## src/rtl/di_xfw_pkg.sv

```systemverilog
// Shared types and constants for the cross-issue forwarding / hazard unit.
package di_xfw_pkg;

   localparam int unsigned ADDR_W        = 6;
   localparam int unsigned DATA_W        = 32;
   localparam int unsigned SEL_W         = 2;
   localparam int unsigned STALL_CNT_W   = 4;
   localparam int unsigned STALL_CNT_MAX = 15;

   // Operand source select as seen on fwd_sel_*_o
   typedef enum logic [SEL_W-1:0] {
      REGFILE = 2'd0,
      XFW_ALU = 2'd1,
      XFW_WB  = 2'd2
   } fwd_sel_t;

   // Load-use hazard FSM
   typedef enum logic {
      IDLE     = 1'b0,
      LU_STALL = 1'b1
   } state_t;

   // One write port of the other issue (enable, destination, data)
   typedef struct packed {
      logic              we;
      logic [ADDR_W-1:0] waddr;
      logic [DATA_W-1:0] wdata;
   } xfw_wr_t;

endpackage

```

## src/rtl/di_xfw_hazard_unit_opmux.sv

```systemverilog
// Per-operand cross-issue forwarding mux (combinational).
//   i_raddr/i_rdata : operand address and own regfile read data
//   i_alu / i_wb    : other issue's EX (ALU) and WB write ports
//   o_operand_c     : selected operand data
//   o_sel_c         : selected source (ALU has priority over WB, x0 never forwarded)
module di_xfw_opmux
   import di_xfw_pkg::*;
(
   input  logic [ADDR_W-1:0] i_raddr,
   input  logic [DATA_W-1:0] i_rdata,
   input  xfw_wr_t           i_alu,
   input  xfw_wr_t           i_wb,
   output logic [DATA_W-1:0] o_operand_c,
   output fwd_sel_t          o_sel_c
);

   logic w_nonzero;
   logic w_alu_hit;
   logic w_wb_hit;

   assign w_nonzero = (i_raddr != '0);
   assign w_alu_hit = w_nonzero && i_alu.we && (i_alu.waddr == i_raddr);
   assign w_wb_hit  = w_nonzero && i_wb.we  && (i_wb.waddr  == i_raddr);

   // Priority select: ALU result is younger than WB result
   always_comb begin
      o_operand_c = i_rdata;
      o_sel_c     = REGFILE;
      if (w_alu_hit) begin
         o_operand_c = i_alu.wdata;
         o_sel_c     = XFW_ALU;
      end else if (w_wb_hit) begin
         o_operand_c = i_wb.wdata;
         o_sel_c     = XFW_WB;
      end
   end

endmodule

```

## src/rtl/di_xfw_hazard_unit.sv

```systemverilog
// Cross-issue forwarding and load-use hazard unit for one issue's ID stage.
// Forwards the other issue's EX/WB results into this issue's operands,
// stalls ID on a load-use dependency on the other issue's load, and
// registers the selected operands into the ID/EX boundary.
//   xfw_*            : other issue's write ports and EX load indication
//   id_valid_i       : ID holds a valid instruction
//   ex_ready_i       : EX can accept; 0 holds all registered outputs
//   raddr/use/rdata  : this issue's operands (A, B, C)
//   operand_*_o      : registered operands, fwd_sel_*_o registered sources
//   stall_o          : combinational stall to ID
//   valid_o          : registered operands valid for EX
//   stall_cnt_o      : saturating count of load-use stall cycles
// Build option: DI_XFW_OPC_EN enables forwarding/hazard checking on operand C.
module di_xfw_hazard_unit
   import di_xfw_pkg::*;
(
   input  logic              clk,
   input  logic              rst_n,
   input  logic              xfw_regfile_we_wb,
   input  logic              xfw_regfile_alu_we_fw,
   input  logic [DATA_W-1:0] xfw_regfile_wdata_wb,
   input  logic [DATA_W-1:0] xfw_regfile_alu_wdata_fw,
   input  logic [ADDR_W-1:0] xfw_regfile_waddr_ex,
   input  logic [ADDR_W-1:0] xfw_regfile_waddr_wb,
   input  logic [ADDR_W-1:0] xfw_regfile_alu_waddr_fw,
   input  logic              xfw_load_ex,
   input  logic              id_valid_i,
   input  logic              ex_ready_i,
   input  logic [ADDR_W-1:0] raddr_a_i,
   input  logic [ADDR_W-1:0] raddr_b_i,
   input  logic [ADDR_W-1:0] raddr_c_i,
   input  logic              use_a_i,
   input  logic              use_b_i,
   input  logic              use_c_i,
   input  logic [DATA_W-1:0] rdata_a_i,
   input  logic [DATA_W-1:0] rdata_b_i,
   input  logic [DATA_W-1:0] rdata_c_i,
   output logic [DATA_W-1:0] operand_a_o,
   output logic [DATA_W-1:0] operand_b_o,
   output logic [DATA_W-1:0] operand_c_o,
   output logic [SEL_W-1:0]  fwd_sel_a_o,
   output logic [SEL_W-1:0]  fwd_sel_b_o,
   output logic [SEL_W-1:0]  fwd_sel_c_o,
   output logic              stall_o,
   output logic              valid_o,
   output logic [STALL_CNT_W-1:0] stall_cnt_o
);

   xfw_wr_t           w_alu;
   xfw_wr_t           w_wb;
   logic [DATA_W-1:0] w_op_a, w_op_b, w_op_c;
   fwd_sel_t          w_sel_a, w_sel_b, w_sel_c;
   logic              w_hit_a, w_hit_b, w_hit_c;
   logic              w_hazard;
   logic              w_release;
   logic              w_stall;
   logic              w_pend_ld;
   logic              w_load;
   state_t            w_state_nxt;

   state_t            r_state;
   logic [ADDR_W-1:0] r_pend_addr;
   logic [DATA_W-1:0] r_op_a, r_op_b, r_op_c;
   fwd_sel_t          r_sel_a, r_sel_b, r_sel_c;
   logic              r_valid;
   logic [STALL_CNT_W-1:0] r_stall_cnt;

   assign w_alu = '{we: xfw_regfile_alu_we_fw, waddr: xfw_regfile_alu_waddr_fw,
                    wdata: xfw_regfile_alu_wdata_fw};
   assign w_wb  = '{we: xfw_regfile_we_wb, waddr: xfw_regfile_waddr_wb,
                    wdata: xfw_regfile_wdata_wb};

   di_xfw_opmux u_opmux_a (
      .i_raddr(raddr_a_i), .i_rdata(rdata_a_i), .i_alu(w_alu), .i_wb(w_wb),
      .o_operand_c(w_op_a), .o_sel_c(w_sel_a)
   );

   di_xfw_opmux u_opmux_b (
      .i_raddr(raddr_b_i), .i_rdata(rdata_b_i), .i_alu(w_alu), .i_wb(w_wb),
      .o_operand_c(w_op_b), .o_sel_c(w_sel_b)
   );

   assign w_hit_a = use_a_i && (raddr_a_i == xfw_regfile_waddr_ex);
   assign w_hit_b = use_b_i && (raddr_b_i == xfw_regfile_waddr_ex);

`ifdef DI_XFW_OPC_EN
   di_xfw_opmux u_opmux_c (
      .i_raddr(raddr_c_i), .i_rdata(rdata_c_i), .i_alu(w_alu), .i_wb(w_wb),
      .o_operand_c(w_op_c), .o_sel_c(w_sel_c)
   );
   assign w_hit_c = use_c_i && (raddr_c_i == xfw_regfile_waddr_ex);
`else
   // Operand C passes straight through from the regfile
   logic w_unused_c;
   assign w_unused_c = &{1'b0, raddr_c_i, use_c_i};
   assign w_op_c     = rdata_c_i;
   assign w_sel_c    = REGFILE;
   assign w_hit_c    = 1'b0;
`endif

   assign w_hazard  = id_valid_i && xfw_load_ex && (xfw_regfile_waddr_ex != '0) &&
                      (w_hit_a || w_hit_b || w_hit_c);
   assign w_release = xfw_regfile_we_wb && (xfw_regfile_waddr_wb == r_pend_addr);

   // Load-use FSM: state register
   always_ff @(posedge clk or negedge rst_n) begin
      if (!rst_n) begin
         r_state <= IDLE;
      end else begin
         r_state <= w_state_nxt;
      end
   end

   // Load-use FSM: next state and stall
   always_comb begin
      w_state_nxt = r_state;
      w_stall     = 1'b0;
      w_pend_ld   = 1'b0;
      case (r_state)
         IDLE: begin
            if (w_hazard) begin
               w_stall     = 1'b1;
               w_pend_ld   = 1'b1;
               w_state_nxt = LU_STALL;
            end
         end
         LU_STALL: begin
            if (!id_valid_i || w_release) begin
               w_state_nxt = IDLE;
            end else begin
               w_stall = 1'b1;
            end
         end
         default: w_state_nxt = IDLE;
      endcase
   end

   // Reset must kill the stall at once, even with a hazard still on the inputs
   assign stall_o = w_stall && rst_n;
   assign w_load  = id_valid_i && ex_ready_i && !stall_o;

   // Pending load destination
   always_ff @(posedge clk or negedge rst_n) begin
      if (!rst_n) begin
         r_pend_addr <= '0;
      end else if (w_pend_ld) begin
         r_pend_addr <= xfw_regfile_waddr_ex;
      end
   end

   // ID/EX operand registers; ex_ready_i low freezes everything
   always_ff @(posedge clk or negedge rst_n) begin
      if (!rst_n) begin
         r_op_a  <= '0;
         r_op_b  <= '0;
         r_op_c  <= '0;
         r_sel_a <= REGFILE;
         r_sel_b <= REGFILE;
         r_sel_c <= REGFILE;
         r_valid <= 1'b0;
      end else if (ex_ready_i) begin
         r_valid <= w_load;
         if (w_load) begin
            r_op_a  <= w_op_a;
            r_op_b  <= w_op_b;
            r_op_c  <= w_op_c;
            r_sel_a <= w_sel_a;
            r_sel_b <= w_sel_b;
            r_sel_c <= w_sel_c;
         end
      end
   end

   // Saturating stall-cycle counter, cleared only by reset
   always_ff @(posedge clk or negedge rst_n) begin
      if (!rst_n) begin
         r_stall_cnt <= '0;
      end else if (stall_o && (r_stall_cnt != STALL_CNT_W'(STALL_CNT_MAX))) begin
         r_stall_cnt <= r_stall_cnt + STALL_CNT_W'(1);
      end
   end

   assign operand_a_o = r_op_a;
   assign operand_b_o = r_op_b;
   assign operand_c_o = r_op_c;
   assign fwd_sel_a_o = r_sel_a;
   assign fwd_sel_b_o = r_sel_b;
   assign fwd_sel_c_o = r_sel_c;
   assign valid_o     = r_valid;
   assign stall_cnt_o = r_stall_cnt;

endmodule

```

## config.mk

```make
export PLATFORM = sky130hd
export DESIGN_NAME = di_xfw_hazard_unit
export DESIGN_NICKNAME = d
export VERILOG_FILES = /design/src/rtl/di_xfw_pkg.sv /design/src/rtl/di_xfw_hazard_unit_opmux.sv /design/src/rtl/di_xfw_hazard_unit.sv
export SDC_FILE = /design/constraint.sdc
export NUM_CORES = 1
export LEC_CHECK = 0
export BUFFER_PORTS_ARGS = -buffer_cell sky130_fd_sc_hd__buf_2
export CELL_PAD_IN_SITES_DETAIL_PLACEMENT = 2
export CELL_PAD_IN_SITES_GLOBAL_PLACEMENT = 2
export CORE_ASPECT_RATIO = 1.5
export CORE_MARGIN = 4
export CORE_UTILIZATION = 27
export CTS_CLUSTER_DIAMETER = 150
export CTS_CLUSTER_SIZE = 24
export DETAILED_ROUTE_END_ITERATION = 12
export GPL_ROUTABILITY_DRIVEN = 1
export PLACE_DENSITY_LB_ADDON = 0.1
export SLEW_MARGIN = 20
export SYNTH_ARGS = -nofsm -noshare
export SYNTH_HDL_FRONTEND = slang
export SYNTH_SLANG_ARGS = --single-unit
```

## constraint.sdc

```tcl
create_clock -name clk -period 2.1 [get_ports clk]
set_input_delay 0.315 -clock clk [delete_from_list [all_inputs] [get_ports clk]]
set_output_delay 0.315 -clock clk [all_outputs]
set_load 0.01 [all_outputs]
```

==> metrics <==
status=finished with violations; violated checks=negative setup slack; CP Buf/Inv Count=3; Root Buffer=clkbuf_16; Clock transition at path regs=0.08 ns; number of global-route vias before repair=about 6700; critical path endpoint category=output port; post-synthesis compound-gate area fraction=11.9%; Fmax=~460 MHz; clock network fraction of design power=28.1%; hold crit path type=input pin to asynchronous set/reset pin; H-tree Lvls=3; RR Endpoint=operand_a_o[18]; PD cells=approximately 640 nW/µm²; Synth Area in XOR/XNOR=6.14%; RSZ-0062 raised after global routing=yes; post-synth cell types=42; Period Utilization, post-route=104%; drt total wl=26.5 mm; WL/cell=22.3 µm; worst path arrival time=~1.9 ns; Final Critical Period=2.19 ns; CORE AREA=22400 µm²; simple-gate share of the synthesized area=7.89%; Critical Path Slowest Stage Cell=dfrtp_1; I/O pin count=approximately 310; sum of negative setup slack=-1.25 ns; Remaining Overflow, GRT=0; critical-path cell list=xnor2_2 > nand4_1 > o2111ai_2 > buf_6 > o21ai_4 > buf_6 > buf_6; Reg-to-Reg Start=r_pend_addr[5]; Global Route Usage Sum=19.3%; Syn Area/Cell=about 11 µm²; max-cap viol count=0; FF+latch count, synth=112; Die W=about 130 µm; Flop pwr share=between 40% and 50%; Synth Instances=544; worst rel slew slack=61.1%; Multi-input gate area=~3500 µm²; Final Power=6.06 mW; CTS tree=yes; Via density=4.92; most frequent CP cell=buf_6; vias post-DR=slightly below 6000; first-pass GRT wire length=38.0 mm; Slew Limit Fails=0; Critical Path Max Stage Delay=0.42 ns; Synth Warn #=0; cell internal pwr=around 4.2 mW; total CTS buffers=9; final hold vios=0; post-synthesis mux area share=about a quarter; post-layout util=42.3%; dpl hpwl=19.2 mm; initial antenna violation count=6; critical path class=flop to output port; Layout area overhead=54.3%; Comb pwr share=28.3%; largest family of logic cells by synthesized area=multiplexers; Setup crit start=r_pend_addr[5]; CP delay by family, top=flip-flops; switching power total=between 1.5 and 2 mW; layout cells sized above 1=57.6%; r2r setup slk=-0.05 ns; switch share=30.9%; 1st-iter DRT viols=127; post-route ant nets=0; Port-buffer cells=~300; CTS Buffer Depth=2; gpl congestion=a little under 0.8; cell area after synthesis=6140 µm²; DRT Pass-1 Iters=4; number of remaining DRC errors=0; Die Y=between 150 and 200 µm; initial core utilization=approximately 27%; peak supply drop=0.000311 V; Slew @ Worst Pin=0.584 ns; Die Area=25300 µm²; clock sink total=roughly 110; CP required=1.78 ns; Leak=4.77 nW; Setup Skew=0.00649 ns; Worst setup endpoint=stall_o; Seq/Total Area, Yosys=between 40% and 50%; register area=approximately 2800 µm²; largest net degree at the start of global routing=103; adder-cell share of the synthesized area=0.204%; Cell Rows=67; Crit Path Max Fanout=2; final net count=approximately 1100; critical path startpoint category=flop; critical path depth=7; R2R depth=9; clk_lat worst skew=0.36 ns; endpoints failing setup=47; final setup margin=-0.0934 ns; filler cell count=~2400
[layer usage]
| layer | global-route usage (%) | wire length, µm | part of all wire [%] | vias up |
|---|---|---|---|---|
| li1 | - | - | - | 2657 |
| met1 | 19.2 | 9430 | 36 | 2940 |
| met2 | 37.5 | 14700 | 56 | 198 |
| met3 | 6.49 | 1820 | 6.9 | 32 |
| met4 | 6.39 | 446 | 1.7 | 4 |
| met5 | 0 | 21 | 0.079 | - |
[placed cells by master, fill, tap and decap left out, drive strengths merged]
cell | Yosys | final
o21ai | 36 | 36
a21oi | 1 | 1
inv | 1 | 5
buf | 34 | 372
dfrtp | 112 | 112
nand2 | 41 | 41
nor4 | 2 | 2
nand2b | 2 | 2
xor2 | 6 | 6
dlygate4sd3 | 0 | 1
o2111ai | 2 | 2
a31oi | 1 | 1
mux2i | 64 | 64
clkbuf | 4 | 17
or4 | 2 | 2
o211ai | 1 | 1
nand3 | 7 | 7
mux2 | 73 | 73
diode | 0 | 5
nor2b | 1 | 1
nand4b | 1 | 1
a211oi | 33 | 33
xnor2 | 37 | 37
nor2 | 35 | 35
o22a | 1 | 1
ha | 1 | 1
nor3 | 4 | 4
nand4 | 7 | 7
a21o | 32 | 32
clkinv | 0 | 2
o31ai | 1 | 1
or3 | 1 | 1
conb | 1 | 2
[kinds of logic (layout without fill, tap and decap cells)]
group	Yosys count	count (layout)
flip-flops	112	112
buffers and inverters	39	397
multiplexers	137	137
AO/OA/AOI/OAI	108	108
other	1	7
AND/OR/NAND/NOR	103	103
XOR/XNOR	43	43
adder cells (fa/ha/maj)	1	1
[Yosys cell counts, drive strengths merged]
cell | n | area [µm²]
conb | 1 | 3.75
a21o | 32 | 240
xor2 | 6 | 52.6
o21ai | 36 | 184
nand4b | 1 | 8.76
o22a | 1 | 8.76
nand2b | 2 | 12.5
ha | 1 | 12.5
nor2b | 1 | 6.26
a31oi | 1 | 6.26
or3 | 1 | 11.3
nor3 | 4 | 47.5
inv | 1 | 3.75
mux2i | 64 | 641
xnor2 | 37 | 324
o211ai | 1 | 7.51
nor4 | 2 | 12.5
nand2 | 41 | 154
a211oi | 33 | 248
buf | 34 | 246
nor2 | 35 | 134
o2111ai | 2 | 23.8
clkbuf | 4 | 15.0
o31ai | 1 | 7.51
nand3 | 7 | 35.0
a21oi | 1 | 5.00
mux2 | 73 | 822
nand4 | 7 | 43.8
or4 | 2 | 18.8
dfrtp | 112 | 2800
[layout make-up]
type	instances	share of cell area (%)
Clock buffer	9	2.38
Sequential cell	112	29.6
Tap cell	276	3.65
Multi-Input combinational cell	394	36.7
Antenna cell	5	0.132
Clock inverter	6	0.542
Timing Repair Buffer	381	26.9
Inverter	1	0.0396
[sequential cells by signal, indices dropped and copies added, names as in the netlist]
name and cells:
r_state 1, r_pend_addr 6, operand_b_o 32, valid_o 1, operand_c_o 32, fwd_sel_a_o 2
fwd_sel_b_o 2, stall_cnt_o 4, operand_a_o 32
[worst min path at each step]
stage                          end  slack [ns]  start
floorplan           fwd_sel_a_o[0]        0.02  rst_n
global placement           r_state        0.19  rst_n
detailed placement         r_state        0.19  rst_n
CTS                 fwd_sel_a_o[1]        0.13  rst_n
global route        operand_b_o[0]        0.13  rst_n
finish              operand_b_o[0]        0.09  rst_n
[worst reg2reg max path, stage by stage (launching register included)]
cell and delay [ns]:
dfrtp_1 0.42, xnor2_2 0.21, nand4_1 0.19, o2111ai_2 0.24
buf_6 0.15, o21ai_4 0.07, nor2_4 0.13, buf_12 0.16
clkbuf_16 0.18, mux2_4 0.30
[through the flow]
step | area [µm²] | setup slack, ns | instances | hold WS [ns]
final | 9470 | -0.0934 | 1184 | 0.0891
after detailed placement | 8330 | -0.431 | 1135 | 0.191
after global routing | 9470 | -0.168 | 1183 | 0.130
after global placement | 8330 | -0.301 | 1135 | 0.188
after CTS | 8790 | -0.0284 | 1169 | 0.128
after floorplan | 6140 | 0.0638 | 545 | 0.0194
[power groups by stage]
stage | logic, mW | registers [mW] | clock network [mW]
floorplan | 0.509 | 2.78 | 0
global placement | 1.43 | 2.65 | 0
detailed placement | 1.49 | 2.67 | 0
CTS | 1.55 | 2.63 | 1.78
global route | 1.86 | 2.68 | 1.88
finish | 1.72 | 2.64 | 1.70
[repair_timing]
| item | CTS | global route |
|---|---|---|
| hold buffers | 1 | 0 |
| pin swaps | 6 | 9 |
| buffers inserted | 18 | 3 |
| gates cloned | 0 | 11 |
| endpoints found under the hold margin | 10 | 0 |
| gates resized for setup | 7 | 93 |
| endpoints found under the setup margin | 8 | 104 |
Note: power is estimated with default switching activity, not from simulation.
